File: src/rtl/key_debouncer.sv
// key_debouncer: synchronizes, debounces and auto-repeats active-low pushbuttons.
// Each key channel runs an independent four-state FSM clocked by a shared
// millisecond tick; every output is a registered level or single-cycle pulse.
module key_debouncer #(
   parameter int NUM_KEYS    = 3,
   parameter int TICK_COUNT  = 50000,
   parameter int DEBOUNCE_MS = 20,
   parameter int HOLD_MS     = 1000,
   parameter int REPEAT_MS   = 200
) (
   input  logic                CLOCK_50,
   input  logic                KEY0,
   input  logic [NUM_KEYS-1:0] key_in,
   output logic [NUM_KEYS-1:0] key_level,
   output logic [NUM_KEYS-1:0] key_press,
   output logic [NUM_KEYS-1:0] key_release,
   output logic [NUM_KEYS-1:0] key_repeat
);

   localparam int PW = $clog2(TICK_COUNT);
   localparam int DW = (DEBOUNCE_MS > 1) ? $clog2(DEBOUNCE_MS) : 1;
   localparam int HW = (HOLD_MS > 1) ? $clog2(HOLD_MS) : 1;

   localparam logic [PW-1:0] TICK_LAST   = PW'(TICK_COUNT - 1);
   localparam logic [DW-1:0] DB_LAST     = DW'(DEBOUNCE_MS - 1);
   localparam logic [HW-1:0] HOLD_LAST   = HW'(HOLD_MS - 1);
   // Reloading here leaves exactly REPEAT_MS ticks until hcnt hits HOLD_LAST again.
   localparam logic [HW-1:0] HOLD_RELOAD =
      (HOLD_MS >= REPEAT_MS) ? HW'(HOLD_MS - REPEAT_MS) : '0;

   typedef enum logic [1:0] {
      ST_IDLE,
      ST_PRESS_WAIT,
      ST_PRESSED,
      ST_RELEASE_WAIT
   } state_e;

   logic [NUM_KEYS-1:0] sync1_q, sync2_q;
   logic [NUM_KEYS-1:0] s;
   logic [PW-1:0]       presc_q;
   logic                tick;

   state_e              state_q [NUM_KEYS];
   state_e              state_d [NUM_KEYS];
   logic [DW-1:0]       dcnt_q  [NUM_KEYS];
   logic [DW-1:0]       dcnt_d  [NUM_KEYS];
   logic [HW-1:0]       hcnt_q  [NUM_KEYS];
   logic [HW-1:0]       hcnt_d  [NUM_KEYS];
   logic [NUM_KEYS-1:0] level_q,   level_d;
   logic [NUM_KEYS-1:0] press_q,   press_d;
   logic [NUM_KEYS-1:0] release_q, release_d;
   logic [NUM_KEYS-1:0] repeat_q,  repeat_d;

   // Two-flop synchronizer per key; preset to the released level.
   // NOTE: sequential state uses non-blocking assignments so every flop samples
   // the pre-edge value of its source, which is what makes the two stages a chain.
   always_ff @(posedge CLOCK_50 or negedge KEY0) begin
      if (!KEY0) begin
         sync1_q <= '1;
         sync2_q <= '1;
      end else begin
         sync1_q <= key_in;
         sync2_q <= sync1_q;
      end
   end

   assign s    = ~sync2_q;
   assign tick = (presc_q == TICK_LAST);

   // Shared prescaler: one-cycle tick every TICK_COUNT cycles.
   always_ff @(posedge CLOCK_50 or negedge KEY0) begin
      if (!KEY0) presc_q <= '0;
      else       presc_q <= tick ? '0 : presc_q + PW'(1);
   end

   // Per-key next-state logic; a change of s always takes priority over a tick.
   // NOTE: every signal written here gets a default first, so no path leaves a
   // value unassigned and no latch can be inferred.
   always_comb begin
      state_d   = state_q;
      dcnt_d    = dcnt_q;
      hcnt_d    = hcnt_q;
      level_d   = level_q;
      press_d   = '0;
      release_d = '0;
      repeat_d  = '0;
      for (int k = 0; k < NUM_KEYS; k++) begin
         unique case (state_q[k])
            ST_IDLE: begin
               if (s[k]) begin
                  state_d[k] = ST_PRESS_WAIT;
                  dcnt_d[k]  = '0;
               end
            end
            ST_PRESS_WAIT: begin
               if (!s[k]) begin
                  state_d[k] = ST_IDLE;
               end else if (tick) begin
                  if (dcnt_q[k] == DB_LAST) begin
                     state_d[k] = ST_PRESSED;
                     level_d[k] = 1'b1;
                     press_d[k] = 1'b1;
                     hcnt_d[k]  = '0;
                  end else begin
                     dcnt_d[k] = dcnt_q[k] + DW'(1);
                  end
               end
            end
            ST_PRESSED: begin
               if (!s[k]) begin
                  state_d[k] = ST_RELEASE_WAIT;
                  dcnt_d[k]  = '0;
               end else if (tick) begin
                  if (hcnt_q[k] == HOLD_LAST) begin
                     repeat_d[k] = 1'b1;
                     hcnt_d[k]   = HOLD_RELOAD;
                  end else begin
                     hcnt_d[k] = hcnt_q[k] + HW'(1);
                  end
               end
            end
            ST_RELEASE_WAIT: begin
               if (s[k]) begin
                  state_d[k] = ST_PRESSED;
               end else if (tick) begin
                  if (dcnt_q[k] == DB_LAST) begin
                     state_d[k]   = ST_IDLE;
                     level_d[k]   = 1'b0;
                     release_d[k] = 1'b1;
                  end else begin
                     dcnt_d[k] = dcnt_q[k] + DW'(1);
                  end
               end
            end
            default: state_d[k] = ST_IDLE;
         endcase
      end
   end

   // FSM state, counters and registered outputs.
   // NOTE: the per-key arrays are a handful of control flops, not a RAM, so they
   // are reset with everything else to drop any half-finished debounce or hold.
   always_ff @(posedge CLOCK_50 or negedge KEY0) begin
      if (!KEY0) begin
         for (int k = 0; k < NUM_KEYS; k++) begin
            state_q[k] <= ST_IDLE;
            dcnt_q[k]  <= '0;
            hcnt_q[k]  <= '0;
         end
         level_q   <= '0;
         press_q   <= '0;
         release_q <= '0;
         repeat_q  <= '0;
      end else begin
         state_q   <= state_d;
         dcnt_q    <= dcnt_d;
         hcnt_q    <= hcnt_d;
         level_q   <= level_d;
         press_q   <= press_d;
         release_q <= release_d;
         repeat_q  <= repeat_d;
      end
   end

   assign key_level   = level_q;
   assign key_press   = press_q;
   assign key_release = release_q;
   assign key_repeat  = repeat_q;

endmodule

File: config.mk
export PLATFORM = sky130hd
export DESIGN_NAME = key_debouncer
export DESIGN_NICKNAME = d
export VERILOG_FILES = /design/src/rtl/key_debouncer.sv
export SDC_FILE = /design/constraint.sdc
export NUM_CORES = 1
export LEC_CHECK = 0
export CORE_MARGIN = 4
export CORE_UTILIZATION = 65
export DETAILED_ROUTE_END_ITERATION = 12
export PLACE_DENSITY = 0.81
export SLEW_MARGIN = 15
export SYNTH_ARGS = -nofsm -noshare
export SYNTH_HDL_FRONTEND = slang
export SYNTH_SLANG_ARGS = --single-unit
File: constraint.sdc
create_clock -name CLOCK_50 -period 5.7 [get_ports CLOCK_50]
set_input_delay 1.71 -clock CLOCK_50 [delete_from_list [all_inputs] [get_ports CLOCK_50]]
set_output_delay 1.71 -clock CLOCK_50 [all_outputs]
set_load 0.01 [all_outputs]
**After elaboration in Yosys (flattened, before gate mapping)**

Cells that the tools add are included.

- Bits in registers: 85
- Input port bits: 5
- Word-level logic and storage cells: 226

- $add $sub $neg: 7
- Eq/ne operators: 58
- Mux-type cells: 121
- Bitwise logic cells: 1
- Reductions and logical operators: 21

Operator list:

| kind | count |
|---|---|
| 2-to-1 mux 10 bit | 18 |
| 2-to-1 mux 5 bit | 18 |
| inequality test 2 bit (second input constant) | 30 |
| one-hot mux 10 bit (2 select lines) | 3 |
| one-hot mux 5 bit (4 select lines) | 3 |
| 2-to-1 mux 1 bit | 48 |
| 2-to-1 mux 2 bit | 24 |
| inequality test 3 bit (second input constant) | 12 |
| AND reduction 6 bit | 6 |
| adder 10 x 1 -> 10 bit (second input constant) | 3 |
| == test 10 bit (second input constant) | 3 |
| one-hot mux 2 bit (4 select lines) | 3 |
| AND reduction 7 bit | 3 |
| adder 16 x 1 -> 16 bit (second input constant) | 1 |
| == test 16 bit (second input constant) | 1 |
| 2-to-1 mux 16 bit | 1 |
| adder 5 x 1 -> 5 bit (second input constant) | 3 |
| == test 5 bit (second input constant) | 3 |
| == test 2 bit (second input constant) | 6 |
| AND reduction 4 bit | 3 |
| nonzero test 2 bit | 6 |
| == test 2 x 1 -> 1 bit (second input constant) | 3 |
| logical NOT 2 bit | 3 |
| one-hot mux 1 bit (2 select lines) | 3 |
| inverter 3 bit | 1 |

**Depth between registers and ports, before layout**

- Depth in word-level cells: 5
- Mapped depth: 7
- Mapped depth without buffers: 5

**Least setup slack after synthesis**

Ideal clock, no wire load.

- Path kind: register to register
- Start point: reg presc_q[12]
- End point: reg hcnt_q[9] (netlist bit)
- Setup time: 141 ps
- Data arrival time: 2,220 ps
- Setup slack: 3,339 ps
- Cell stages (with the launch flop): 8
- Clock period less this slack: 2,361 ps
- Cells stage by stage: dfrtp_1 > or4_1 > buf_2 > or4_4 > buf_6 > buf_2 > a2111oi_0 > mux2i_1

- Longest elaborated chain between the ends: 3

RTL lines:

| what | RTL line | source |
|---|---|---|
| start, declared | 40 | `logic [PW-1:0] presc_q;` |
| start signal, assigned | 73 | `else presc_q <= tick ? '0 : presc_q + PW'(1);` |
| == test 16 bit (*) | 68 | `assign tick = (presc_q == TICK_LAST);` |
| inequality test 2 bit (no line) | n/a |  |
| AND reduction 6 bit (no line) (*) | n/a |  |
| end signal, assigned | 157 | `hcnt_q <= hcnt_d;` |
| end, declared | 47 | `logic [HW-1:0] hcnt_q [NUM_KEYS];` |

Mark *: on every way between the ends. The rest lies on a longest branch, timed or not.
A chain may end at the register's enable or synchronous reset.

**Worst setup path in the final report**

- Start point: reg level_q[2], in the netlist key_level[2]
- End point: out key_level[2]

RTL lines:

| what | RTL line | source |
|---|---|---|
| start, declared | 49 | `logic [NUM_KEYS-1:0] level_q, level_d;` |
| start signal, assigned | 158 | `level_q <= level_d;` |
| end, declared | 14 | `output logic [NUM_KEYS-1:0] key_level,` |

No word-level cell between the ends.

==> results_dict.tcl <==
set metrics [dict create \
    clk_latency_ns 0.35 \
    final_area_um2 4870 \
    post-route-period-util_pct 52.4 \
    leakage_nw 2.01 \
    netSwitchingFraction_pct 22.8 \
    numCtsBuffers 9 \
    detail_route.first_pass.iterations 5 \
    hold_class "flop to flop" \
    grt_max_degree 86 \
    wl_per_cell_um 16.8 \
    clockPowerShare_pct 38.9 \
    place_hpwl_um 6240 \
    initial_utilization_pct 66.6 \
    cts_setup_buffers 0 \
    die_area_um2 8320 \
    slowest_stage "clkdlybuf4s50_1" \
    clock_skew_ns 0.00803 \
    htreeDepth 3 \
    utilization_pct 72.0 \
    crit_buf_inv 1 \
    clockBufferDepth 2 \
    cts_root_buf "clkbuf_8" \
    synthesis.nets 477 \
    top_register "hcnt_q" \
    io_buffers 16 \
    status "completed" \
    syn_avg_cell_area_um2 9.68 \
    drv_cap 0 \
    drt-vias-per-instance 6.75 \
    largest_reg_flops 30 \
    layout_setup_ws_ns 2.71 \
    ys_dominant_reg_cell "dfrtp_1" \
    setup_viol 0 \
    syn_inst 465 \
    p_switching_w 0.000238 \
    dp.cells 536 \
    fmax_mhz 335 \
    largestRegisters "hcnt_q x30, presc_q x16, dcnt_q x15" \
    syn2layout_area_growth_pct 8.15 \
    tightest_slew_ns 1.07 \
    critPathArrivalTime_ns 1.28 \
    drive_above_1_share_pct 7.63 \
    cellPowerDensity_nw_per_um2 215 \
    cts.repair.resized 0 \
    rsz0062_at_grt "no" \
    gr-total-overflow 0 \
    die_w_um 91.2 \
    clkSinkCount 85 \
    gp_congestion 0.912 \
    p_comb_share_pct 2.2 \
    cp-start-kind "flop" \
    io_pins 17 \
    crit_chain "clkdlybuf4s50_1" \
    via_count 3727 \
    max-vdd-ir-drop_mv 0.145 \
    internal_power_w 0.000809 \
    crit_required_ns 3.99 \
    antenna_found_initial 0 \
    min_period_ns 2.99 \
    final_cells 552 \
    grt_pass1_wl_um 16300 \
    finalHoldViolCount 0 \
    nNetsFinal 479 \
    chipHeight_um 91.2 \
    drtIter0Drc 291 \
    end_kind "output port" \
    coreArea_um2 6760 \
    slew_headroom_pct 28.9 \
    routed_wl_um 9270 \
    max_stage_delay_ns 0.55 \
    cts.clk_slew.worst_paths_ns 0.08 \
    track_usage_pct 23.7 \
    grt_pass1_vias 3461 \
    yosysWarningCount 0 \
    async_flop_share_pct 100 \
    crit_path_max_fanout 3 \
    num_antenna_cells 0 \
    seq_area_frac_synth_pct 47.4 \
    hold_buffers 0 \
    synth_seq_cells 85 \
    dpl_cell_area_um2 4670 \
    path_class "flop to output port" \
    pre_cts_ws_ns 2.76 \
    detail-route-antenna-nets 0 \
    cts_tree "built" \
    slew_viol_final 0 \
    drcViolationCount 0 \
    setup_tns_ns 0 \
    pwr-share-seq_pct 58.9 \
    ys_types 52 \
    cp_top_family "buffers and inverters" \
    synth-edff-count 0 \
    row_count 30 \
    syn-cell-area_um2 4500 \
]
==> final timing paths <==
path,slack [ns],end,cells after the start,start
min reg2reg,0.36,sync2_q[0],0,sync1_q[0]
max,2.71,key_level[2],1,key_level[2]
min,0.36,sync2_q[0],0,sync1_q[0]
min in group asynchronous,1.53,hcnt_q[26],1,KEY0
max reg2reg,2.72,dcnt_q[11],4,presc_q[13]
max in group asynchronous,3.48,hcnt_q[7],1,KEY0
==> synth_stat cells, types with 5 or more instances <==
library cell   n  share of area, %
nand2_1       33               2.8
o21ai_0       12               1.3
dfrtp_1       79                44
nand2b_1      15               2.1
nand4b_1       7               1.4
inv_1         17               1.4
nand3_1       42               4.7
buf_2          6              0.67
dfstp_2        6               3.5
a21oi_1        7              0.78
or4_1          7               1.2
o31ai_1        7               1.2
clkbuf_1      20               1.7
a31oi_1        5              0.70
or3_1          9               1.3
or3b_2         5              0.97
and3_1        10               1.4
nor2_1        25               2.1
ha_1           7               1.9
a21o_1         5              0.83
nor2b_1        6              0.83
o311ai_0       6               1.2
nand4_1       10               1.4
a2111oi_0     11               2.1
nor3_1        10               1.1
xor2_1         8               1.6
o211ai_1      10               1.7
nor4_1        10               1.4
a211o_1        6               1.2
xnor2_1        6               1.2
o22ai_1       11               1.5
==> final cells by class <==
type / count / area, um2
fill: 513 / 1890
inverter: 17 / 63.8
timing repair buffer: 20 / 188
tap: 80 / 100
clock buffer: 12 / 165
multi-input combinational: 334 / 2180
sequential: 85 / 2130
clock inverter: 4 / 31.3
==> routing by layer <==
| metal | GRT usage, % | wire [um] | vias to the layer above |
|---|---|---|---|
| met5 | 0 | 0 | - |
| met4 | 7.91 | 121 | 0 |
| met3 | 4.97 | 493 | 15 |
| met2 | 37.2 | 4360 | 115 |
| met1 | 33.0 | 4300 | 1827 |
| li1 | - | - | 1770 |
==> power by group through the flow <==
stage / logic (W) / registers [W] / clock network (W)
4_1_cts: 0.0000240 / 0.000617 / 0.000418
3_3_place_gp: 0.0000233 / 0.000628 / 0
6_report: 0.0000231 / 0.000617 / 0.000407
3_5_place_dp: 0.0000239 / 0.000628 / 0
5_1_grt: 0.0000268 / 0.000618 / 0.000445
2_1_floorplan: 0.0000141 / 0.000621 / 0
==> through the flow <==
| stage | total power (W) | hold WS [ns] |
|---|---|---|
| after global placement | 0.000651 | 0.346 |
| after floorplan | 0.000635 | 0.345 |
| after CTS | 0.00106 | 0.365 |
| after detailed placement | 0.000652 | 0.350 |
| final | 0.00105 | 0.361 |
| after global routing | 0.00109 | 0.368 |
==> kinds of logic (layout without fill, tap and decap cells) <==
logic type | Yosys count | after routing | share of synthesized area (%)
mux | 3 | 3 | 0.667
simple gates | 204 | 204 | 25.5
buf+inv | 46 | 53 | 4.17
flops | 85 | 85 | 47.4
xor+xnor | 14 | 14 | 2.72
fa+ha+maj | 7 | 7 | 1.95
compound gates | 106 | 106 | 17.5
==> cells in the final DEF (no fill, tap or decap), types with 5 or more instances in the layout <==
cell type / instances
nor2_1: 25
o211ai_1: 10
or3b_2: 5
nor2b_1: 6
nor3_1: 10
o22ai_1: 11
dfrtp_1: 79
xor2_1: 8
nand3_1: 42
dfstp_2: 6
a21o_1: 5
a21oi_1: 7
nor4_1: 9
xnor2_1: 6
o311ai_0: 6
nand2b_1: 15
a2111oi_0: 11
nand4_1: 10
or3_1: 9
o31ai_1: 7
buf_4: 5
o21ai_0: 12
clkbuf_8: 12
or4_1: 7
and3_1: 10
clkdlybuf4s50_1: 15
a31oi_1: 5
ha_1: 7
nand4b_1: 7
a211o_1: 6
nand2_1: 33
inv_1: 17
Power figures use the tool's default switching activity.
